### src/rtl/mask_bbox.sv
// mask_bbox: bounding box of horizontal mask runs of at least MIN_RUN pixels,
// accumulated over a frame and reported on each end-of-frame strobe.
module mask_bbox #(
  parameter int unsigned WIDTH     = 480,
  parameter int unsigned HEIGHT    = 640,
  parameter int unsigned MIN_RUN   = 4,
  parameter int unsigned MIN_COUNT = 64
) (
  input  logic        clk_in,
  input  logic        rst_in,
  input  logic [10:0] x_in,
  input  logic [9:0]  y_in,
  input  logic        valid_in,
  input  logic        tabulate_in,
  output logic [10:0] left_out,
  output logic [10:0] right_out,
  output logic [9:0]  top_out,
  output logic [9:0]  bot_out,
  output logic [18:0] count_out,
  output logic        found_out,
  output logic        valid_out
);

  localparam int unsigned XW = 11;
  localparam int unsigned YW = 10;
  localparam int unsigned CW = 19;
  localparam int unsigned RW = 5;

  localparam logic [RW-1:0] RUN_MAX  = RW'(MIN_RUN);
  localparam logic [CW-1:0] CNT_MAX  = '1;
  localparam logic [XW-1:0] X_EMPTY  = '1;
  localparam logic [YW-1:0] Y_EMPTY  = '1;

  typedef enum logic {ST_ACCUM = 1'b0, ST_REPORT = 1'b1} state_t;

  state_t          r_state;
  logic [XW-1:0]   r_prev_x;
  logic [YW-1:0]   r_prev_y;
  logic [RW-1:0]   r_run;
  logic [XW-1:0]   r_left;
  logic [XW-1:0]   r_right;
  logic [YW-1:0]   r_top;
  logic [YW-1:0]   r_bot;
  logic [CW-1:0]   r_count;

  logic            w_in_range;
  logic            w_adj;
  logic [RW-1:0]   w_run_next;
  logic            w_cont;
  logic            w_first;
  logic            w_qual;
  logic [XW-1:0]   w_left_cand;
  logic [CW:0]     w_inc;
  logic [CW:0]     w_count_sum;
  logic [CW-1:0]   w_count_next;
  logic            w_found;

  // Pixel qualification: range check, run continuation and run-length update
  always_comb begin
    w_in_range  = valid_in && (32'(x_in) < WIDTH) && (32'(y_in) < HEIGHT);
    w_adj       = (y_in == r_prev_y) &&
                  ({1'b0, x_in} == ({1'b0, r_prev_x} + 12'd1));
    w_run_next  = '0;
    if (w_in_range) begin
      if (w_adj) begin
        w_run_next = (r_run == RUN_MAX) ? RUN_MAX : r_run + RW'(1);
      end else begin
        w_run_next = RW'(1);
      end
    end
    // A continuing pixel of an already-qualified run adds one; the pixel that
    // first reaches MIN_RUN adds the whole run so far.
    w_cont      = w_in_range && w_adj && (r_run == RUN_MAX);
    w_qual      = (w_run_next == RUN_MAX);
    w_first     = w_qual && !w_cont;
    w_left_cand = x_in - XW'(MIN_RUN - 1);
    w_inc       = '0;
    if (w_first) begin
      w_inc = (CW+1)'(MIN_RUN);
    end else if (w_cont) begin
      w_inc = (CW+1)'(1);
    end
    w_count_sum  = {1'b0, r_count} + w_inc;
    w_count_next = w_count_sum[CW] ? CNT_MAX : w_count_sum[CW-1:0];
    w_found      = (32'(r_count) >= MIN_COUNT);
  end

  // Frame FSM, accumulators and registered report outputs
  always_ff @(posedge clk_in) begin
    if (rst_in) begin
      r_state   <= ST_ACCUM;
      r_prev_x  <= '0;
      r_prev_y  <= '0;
      r_run     <= '0;
      r_left    <= X_EMPTY;
      r_right   <= '0;
      r_top     <= Y_EMPTY;
      r_bot     <= '0;
      r_count   <= '0;
      left_out  <= '0;
      right_out <= '0;
      top_out   <= '0;
      bot_out   <= '0;
      count_out <= '0;
      found_out <= 1'b0;
      valid_out <= 1'b0;
    end else begin
      r_prev_x  <= x_in;
      r_prev_y  <= y_in;
      valid_out <= 1'b0;

      case (r_state)
        ST_ACCUM:  r_state <= tabulate_in ? ST_REPORT : ST_ACCUM;
        ST_REPORT: r_state <= tabulate_in ? ST_REPORT : ST_ACCUM;
        default:   r_state <= ST_ACCUM;
      endcase

      if (tabulate_in) begin
        // Close the frame: publish, then restart empty; this cycle's pixel is dropped
        valid_out <= 1'b1;
        count_out <= r_count;
        found_out <= w_found;
        if (w_found) begin
          left_out  <= r_left;
          right_out <= r_right;
          top_out   <= r_top;
          bot_out   <= r_bot;
        end
        r_run   <= '0;
        r_left  <= X_EMPTY;
        r_right <= '0;
        r_top   <= Y_EMPTY;
        r_bot   <= '0;
        r_count <= '0;
      end else begin
        r_run   <= w_run_next;
        r_count <= w_count_next;
        if (w_first && (w_left_cand < r_left)) r_left <= w_left_cand;
        if (w_qual) begin
          if (x_in > r_right) r_right <= x_in;
          if (y_in < r_top)   r_top   <= y_in;
          if (y_in > r_bot)   r_bot   <= y_in;
        end
      end
    end
  end

endmodule

### config.mk
export PLATFORM = sky130hd
export DESIGN_NAME = mask_bbox
export DESIGN_NICKNAME = d
export VERILOG_FILES = /design/src/rtl/mask_bbox.sv
export SDC_FILE = /design/constraint.sdc
export NUM_CORES = 1
export LEC_CHECK = 0
export ABC_CLOCK_PERIOD_IN_PS = 7480
export CORE_MARGIN = 1.5
export CORE_UTILIZATION = 36
export DETAILED_ROUTE_END_ITERATION = 10
export GPL_TIMING_DRIVEN = 0
export SLEW_MARGIN = 40
export SYNTH_ARGS = -nofsm -noshare
export SYNTH_HDL_FRONTEND = slang
export SYNTH_SLANG_ARGS = --single-unit
### constraint.sdc
create_clock -name clk_in -period 7.48 [get_ports clk_in]
set_input_delay 1.122 -clock clk_in [delete_from_list [all_inputs] [get_ports clk_in]]
set_output_delay 1.122 -clock clk_in [all_outputs]
set_load 0.01 [all_outputs]
==> impl_metrics.ini, run 1 <==
[flow_run]
cap_violations = 0

[place]
placedCellCount = 1191
globalplace.congestion = 0.852
dp_hpwl_microns = 13400
portBuffers = 86

[timing]
slew_headroom_pct = 49.8
period_minus_slack_ns = 5.59
rsz0062_at_grt = no
hold_violations = 0
slew_viol_final = 0
finalSetupViolations = 0
fin_crit_sh_pct = 74.8
max_freq_mhz = 179
setup_tns_ns = 0
tightest_slew_ns = 0.749
clock_skew_ns = 0.0147

[routing]
routed_wl_microns = 17900
antenna_left = 0
first_pass_iters = 5
vias = 5961
dr.first_iter.drc_count = 387
post-route-drc-count = 0
viasPerCell = 4.87
wire_per_inst_microns = 14.7

[yosys]
syn-num-nets = 912
synth_edf_count = 0
synth_top_area_cell = dfxtp_1
synthArstFlopShare_pct = 0
yosysTopAreaCellShare_pct = 42.1
synth.distinct_cells = 53
ys.flop_type = dfxtp_1
synth_area_sq_um = 7130
synthMostInstantiatedCell = dfxtp_1
avgSynthCellArea_sq_um = 8.48
yosysSeqAreaShare_pct = 42.1
ys_warn_count = 0
synthTopCellsByCount = dfxtp_1, nand2_1, a21oi_1
synth_area_leaders = dfxtp_1, ha_1, a21oi_1, mux2i_1, nand2_1
synth_seq_cells = 150
synth_cells = 840

[worst_setup_path]
path_buf_inv = 4
cp-startpoint = x_in[8]
worstSetupStartpointType = input pin
critical_path.slowest_cell = clkdlybuf4s50_1
timing_worst_setup_path_type = input pin to register
path_cells = clkdlybuf4s50_1 > clkbuf_1 > nor2_1 > o221a_2 > a311o_1 > o21ai_0 > nor2_1 > nand4_1 > nor2_1 > ha_1 > a31oi_1 > nor2_1 > and3_1 > and2_1 > nand2b_1 > or3_1 > clkbuf_1 > clkbuf_1 > a21oi_1
path_max_fanout = 10
arrival_ns = 5.88
crit_top_cell = nor2_1
reg2reg_setup_slack_ns = 2.71
end_kind = register
crit_family = compound AO/OA/AOI/OAI gates
reg2reg_from = r_prev_x[0]
worst_ep_required_time_ns = 7.76
max_stage_delay_ns = 0.51

[floorplan]
die_area_sq_um = 20600
floorplan.initialDensity_pct = 36.6
die_w_microns = 144
die_y_microns = 144
core-area_sq_um = 19500
ios = 88
core.rowCount = 51

[power_and_ir_drop]
powerDensity_nw_per_um2 = 200
vdd_ir_drop_max_v = 0.000155
leakage_nw = 3.28

[cells_and_area]
area_delta_synth_final_pct = 25.2
nets = 1017
drive_gt1_share_pct = 5.53
nFillCells = 1951
diodes = 0
seq_area_sq_um = 3000
multi_input_area_sq_um = 3760
finalNonFillerCells = 1223

[worst_hold_path]
hold_class = register to register
hp-start = left_out[2]

[global_route]
grt_util_met1_pct = 25.7
use_met3_pct = 3.33
antenna_found_initial = 0
grt_pass1_wl_microns = 29100
grt_max_degree = 17
track_usage_pct = 18.2
busiest_layer = met2
grt_pass1_vias = 5591
use_met2_pct = 27.7
globalRouteOverflowTotal = 0

[clocking]
path_clk_slew_ns = 0.06
post_cts_buffers = 0
cts_buffers = 17
root_buffer = clkbuf_16
clock_sinks = 150
h-tree-depth = 4
cts_tree = done
hold_buffers = 0
clockBufferDepth = 2
clkLatencyLatePin_ns = 0.43
cts.repair.resized = 0

[status]
status = complete, no violations
==> sequential cells by signal (all words and copies together), names as in the netlist <==
register	count
count_out	19
r_count	19
left_out	11
r_left	11
r_prev_x	11
r_right	11
right_out	11
bot_out	10
r_bot	10
r_prev_y	10
r_top	10
top_out	10
r_run	5
found_out	1
valid_out	1
==> final timing paths <==
| path | to | cells past startpoint |
|---|---|---|
| max | r_count[12] | 19 |
| min | left_out[2] | 2 |
| max reg2reg | r_count[12] | 18 |
| min reg2reg | left_out[2] | 2 |
==> worst register-to-register path: cells and delay by family (launching register included) <==
kind	cells	cell delay, ns
DFF	1	0.39
and+or+nand+nor	9	1.32
adders and majority gates	2	0.64
buffers and inverters	2	0.67
AOI/OAI and AO/OA	5	1.62
==> final cells by class <==
| class | count | area share, % |
|---|---|---|
| Buffer | 44 | 2.12 |
| Clock buffer | 19 | 4.97 |
| Clock inverter | 13 | 1.66 |
| Inverter | 48 | 2.02 |
| Multi-Input combinational cell | 598 | 42.2 |
| Sequential cell | 150 | 33.7 |
| Tap cell | 265 | 3.72 |
| Timing Repair Buffer | 86 | 9.65 |
==> layout by cell type (no fill, tap or decap), types with 3 or more instances in the layout <==
| master | n |
|---|---|
| nand4_1 | 21 |
| o211ai_1 | 3 |
| inv_1 | 48 |
| xor2_1 | 27 |
| or2_2 | 3 |
| buf_1 | 3 |
| a31oi_1 | 4 |
| nor4_1 | 10 |
| o21a_1 | 5 |
| ha_1 | 47 |
| clkbuf_1 | 34 |
| clkinvlp_4 | 4 |
| nand3_1 | 32 |
| o21ai_0 | 30 |
| a211oi_1 | 5 |
| buf_2 | 4 |
| a21oi_1 | 80 |
| xnor2_1 | 20 |
| dfxtp_1 | 150 |
| nor3_1 | 11 |
| and2_1 | 3 |
| nor2_1 | 78 |
| mux2i_1 | 39 |
| nand2b_1 | 3 |
| or4_1 | 3 |
| clkinv_4 | 3 |
| and3_1 | 6 |
| clkbuf_16 | 17 |
| buf_4 | 3 |
| clkdlybuf4s50_1 | 86 |
| inv_6 | 3 |
| or3_1 | 5 |
| nand2_1 | 104 |
| nor3b_1 | 5 |
| nor2b_1 | 24 |
==> report_power, final <==
part           leakage, nW  switching [W]  total, W  internal, W
clock network        0.277       0.000353  0.000857     0.000504
registers             1.21     0.00000464  0.000810     0.000805
logic                 1.79      0.0000674  0.000113    0.0000452
total                 3.28       0.000425   0.00178      0.00135
==> layer usage <==
metal	vias to the layer above	wire, microns	part of all wire, %
met1	2769	9250	52
met2	88	8000	45
li1	3096	-	-
met5	-	0	0
met3	8	561	3.1
met4	0	136	0.76
==> logic make-up after synthesis <==
kind of cell	share of synthesized area (%)
AOI/OAI and AO/OA	12.1
xor gates and xnor gates	5.78
adders and majority gates	8.25
buffers and inverters	5.18
DFF	42.1
muxes	5.48
and+or+nand+nor	21.1
==> metrics by stage <==
stage               total power (W)  hold slack, ns  util [%]  cell area [sq um]  setup slack (ns)
floorplan                  0.000894           0.440         -               7130              2.91
global placement           0.000939           0.443      42.7               8320              1.50
detailed placement         0.000940           0.445      42.8               8330              1.48
CTS                         0.00180           0.455      45.8               8920              1.91
global route                0.00185           0.466      45.8               8920              1.46
finish                      0.00178           0.451      45.8               8920              1.89
Power figures use the tool's default switching activity.
==> inputs of run 2 (changes only) <==
--- a/config.mk
+++ b/config.mk
@@ -5,7 +5,7 @@
 export SDC_FILE = /design/constraint.sdc
 export NUM_CORES = 1
 export LEC_CHECK = 0
-export ABC_CLOCK_PERIOD_IN_PS = 7480
+export ABC_CLOCK_PERIOD_IN_PS = 5600
 export CORE_MARGIN = 1.5
 export CORE_UTILIZATION = 36
 export DETAILED_ROUTE_END_ITERATION = 10
==> constraint.sdc (replaced) <==
create_clock -name clk_in -period 5.6 [get_ports clk_in]
set_input_delay 0.84 -clock clk_in [delete_from_list [all_inputs] [get_ports clk_in]]
set_output_delay 0.84 -clock clk_in [all_outputs]
set_load 0.01 [all_outputs]
==> impl_metrics.ini, run 2 (synthesis gave the netlist of run 1 again) <==
[status]
status = complete, no violations

[worst_hold_path]
hold_path_depth = 2
min_to = left_out[2]
hp-start = left_out[2]
hold_class = register to register

[power_and_ir_drop]
finalPower_w = 0.00238
vdd_ir_drop_max_v = 0.000207
leakage_nw = 3.28
powerDensity_nw_per_um2 = 267

[global_route]
antenna_found_initial = 0
grt_max_degree = 17
grt_pass1_vias = 5591
globalRouteOverflowTotal = 0
track_usage_pct = 18.2
grt_pass1_wl_microns = 29100

[timing]
worst_slack_ns = 0.535
rsz0062_at_grt = no
slew_viol_final = 0
tightest_slew_ns = 0.745
clock_skew_ns = 0.0172
finalSetupViolations = 0
period_minus_slack_ns = 5.07
fin_crit_sh_pct = 90.4
max_freq_mhz = 197
hold_violations = 0
slew_headroom_pct = 50.0

[clocking]
path_clk_slew_ns = 0.06
post_cts_buffers = 0
clockBufferDepth = 2
cts_tree = done
clock_sinks = 150
h-tree-depth = 4
clkLatencyLatePin_ns = 0.43
cts_buffers = 17
hold_buffers = 0
root_buffer = clkbuf_16

[place]
placed_cell_area_sq_um = 8330
pre_cts_ws_ns = -0.116
placedCellCount = 1191
dp_hpwl_microns = 13400
globalplace.congestion = 0.852
portBuffers = 86

[floorplan]
ios = 88
die_area_sq_um = 20600
core.rowCount = 51
floorplan.initialDensity_pct = 36.6
core-area_sq_um = 19500
die_y_microns = 144
die_w_microns = 144

[worst_setup_path]
reg2reg_to = r_count[12]
reg2reg_from = r_prev_x[0]
worst_ep_required_time_ns = 5.89
ff2ff_path_depth = 18
path_max_fanout = 10
end_kind = register
timing_worst_setup_path_type = input pin to register
reg2reg_setup_slack_ns = 1.06
arrival_ns = 5.36
worstSetupStartpointType = input pin

[cells_and_area]
fin_area_sq_um = 8920
drive_gt1_share_pct = 5.64
top_regs = count_out: 19 flops, r_count: 19 flops
finalNonFillerCells = 1223
final_common_cell = dfxtp_1
final_cell_mix = dfxtp_1, nand2_1, clkdlybuf4s50_1
area_delta_synth_final_pct = 25.2
diodes = 0
nets = 1017

[routing]
viasPerCell = 4.88
post-route-drc-count = 0
wire_per_inst_microns = 14.7
first_pass_iters = 5
dr.first_iter.drc_count = 387
antenna_left = 0
routed_wl_microns = 18000
vias = 5967

[flow_run]
cap_violations = 0
run 2: power by group:
part | switching [W] | total (W) | internal (W)
sequential | 0.00000620 | 0.00108 | 0.00108
clock | 0.000473 | 0.00115 | 0.000673
combinational | 0.0000900 | 0.000150 | 0.0000604
total | 0.000570 | 0.00238 | 0.00181
run 2: routing by layer:
| metal | wire, microns | part of all wire (%) | vias to the layer above | GRT usage [%] |
|---|---|---|---|---|
| met3 | 592 | 3.3 | 6 | 3.33 |
| met5 | 0 | 0 | - | 0 |
| met2 | 8010 | 45 | 95 | 27.7 |
| li1 | - | - | 3095 | - |
| met4 | 115 | 0.64 | 0 | 6.44 |
| met1 | 9260 | 52 | 2771 | 25.7 |
run 2: worst max-delay path, cell delays in order:
cell and delay, ns:
clkdlybuf4s50_1 0.59, xor2_1 0.24, nor4_1 0.33, nand4_1 0.21, or4_1 0.58, nor2_1 0.22, nand4_1 0.12, nor2_1 0.15
ha_1 0.29, a31oi_1 0.35, nor2_1 0.16, and3_1 0.21, and2_1 0.18, nand2b_1 0.11, or3_1 0.11, clkbuf_1 0.26
clkbuf_2 0.30, a21oi_1 0.10
run 2: how the worst max path moves through the flow:
stage	start	end	cells after the start	slack, ns
5_1_grt	y_in[7]	r_count[12]	18	0.16
3_5_place_dp	x_in[8]	r_count[12]	19	-0.12
4_1_cts	x_in[8]	r_count[12]	19	0.31
3_3_place_gp	x_in[8]	r_count[10]	19	-0.10
6_report	y_in[7]	r_count[12]	18	0.53
2_1_floorplan	x_in[8]	r_count[10]	18	1.32
run 2: final cells by class:
| cell class | instances | area [sq um] |
|---|---|---|
| Fill cell | 1952 | 10500 |
| Multi-Input combinational cell | 598 | 3760 |
| Clock inverter | 13 | 148 |
| Clock buffer | 19 | 443 |
| Sequential cell | 150 | 3000 |
| Inverter | 48 | 180 |
| Tap cell | 265 | 332 |
| Timing Repair Buffer | 86 | 861 |
| Buffer | 44 | 190 |
run 2: metrics by stage:
step | setup TNS (ns) | util [%] | hold WS [ns]
6_report | 0 | 45.8 | 0.451
5_1_grt | 0 | 45.8 | 0.466
4_1_cts | 0 | 45.8 | 0.455
3_5_place_dp | -0.988 | 42.8 | 0.445
3_3_place_gp | -0.962 | 42.7 | 0.443
2_1_floorplan | 0 | - | 0.440
run 2: repair_timing:
item / 4_1_cts / 5_1_grt
hold endpoints to repair: 0 / 0
setup endpoints to repair: 0 / 10
gates resized for setup: 0 / 3
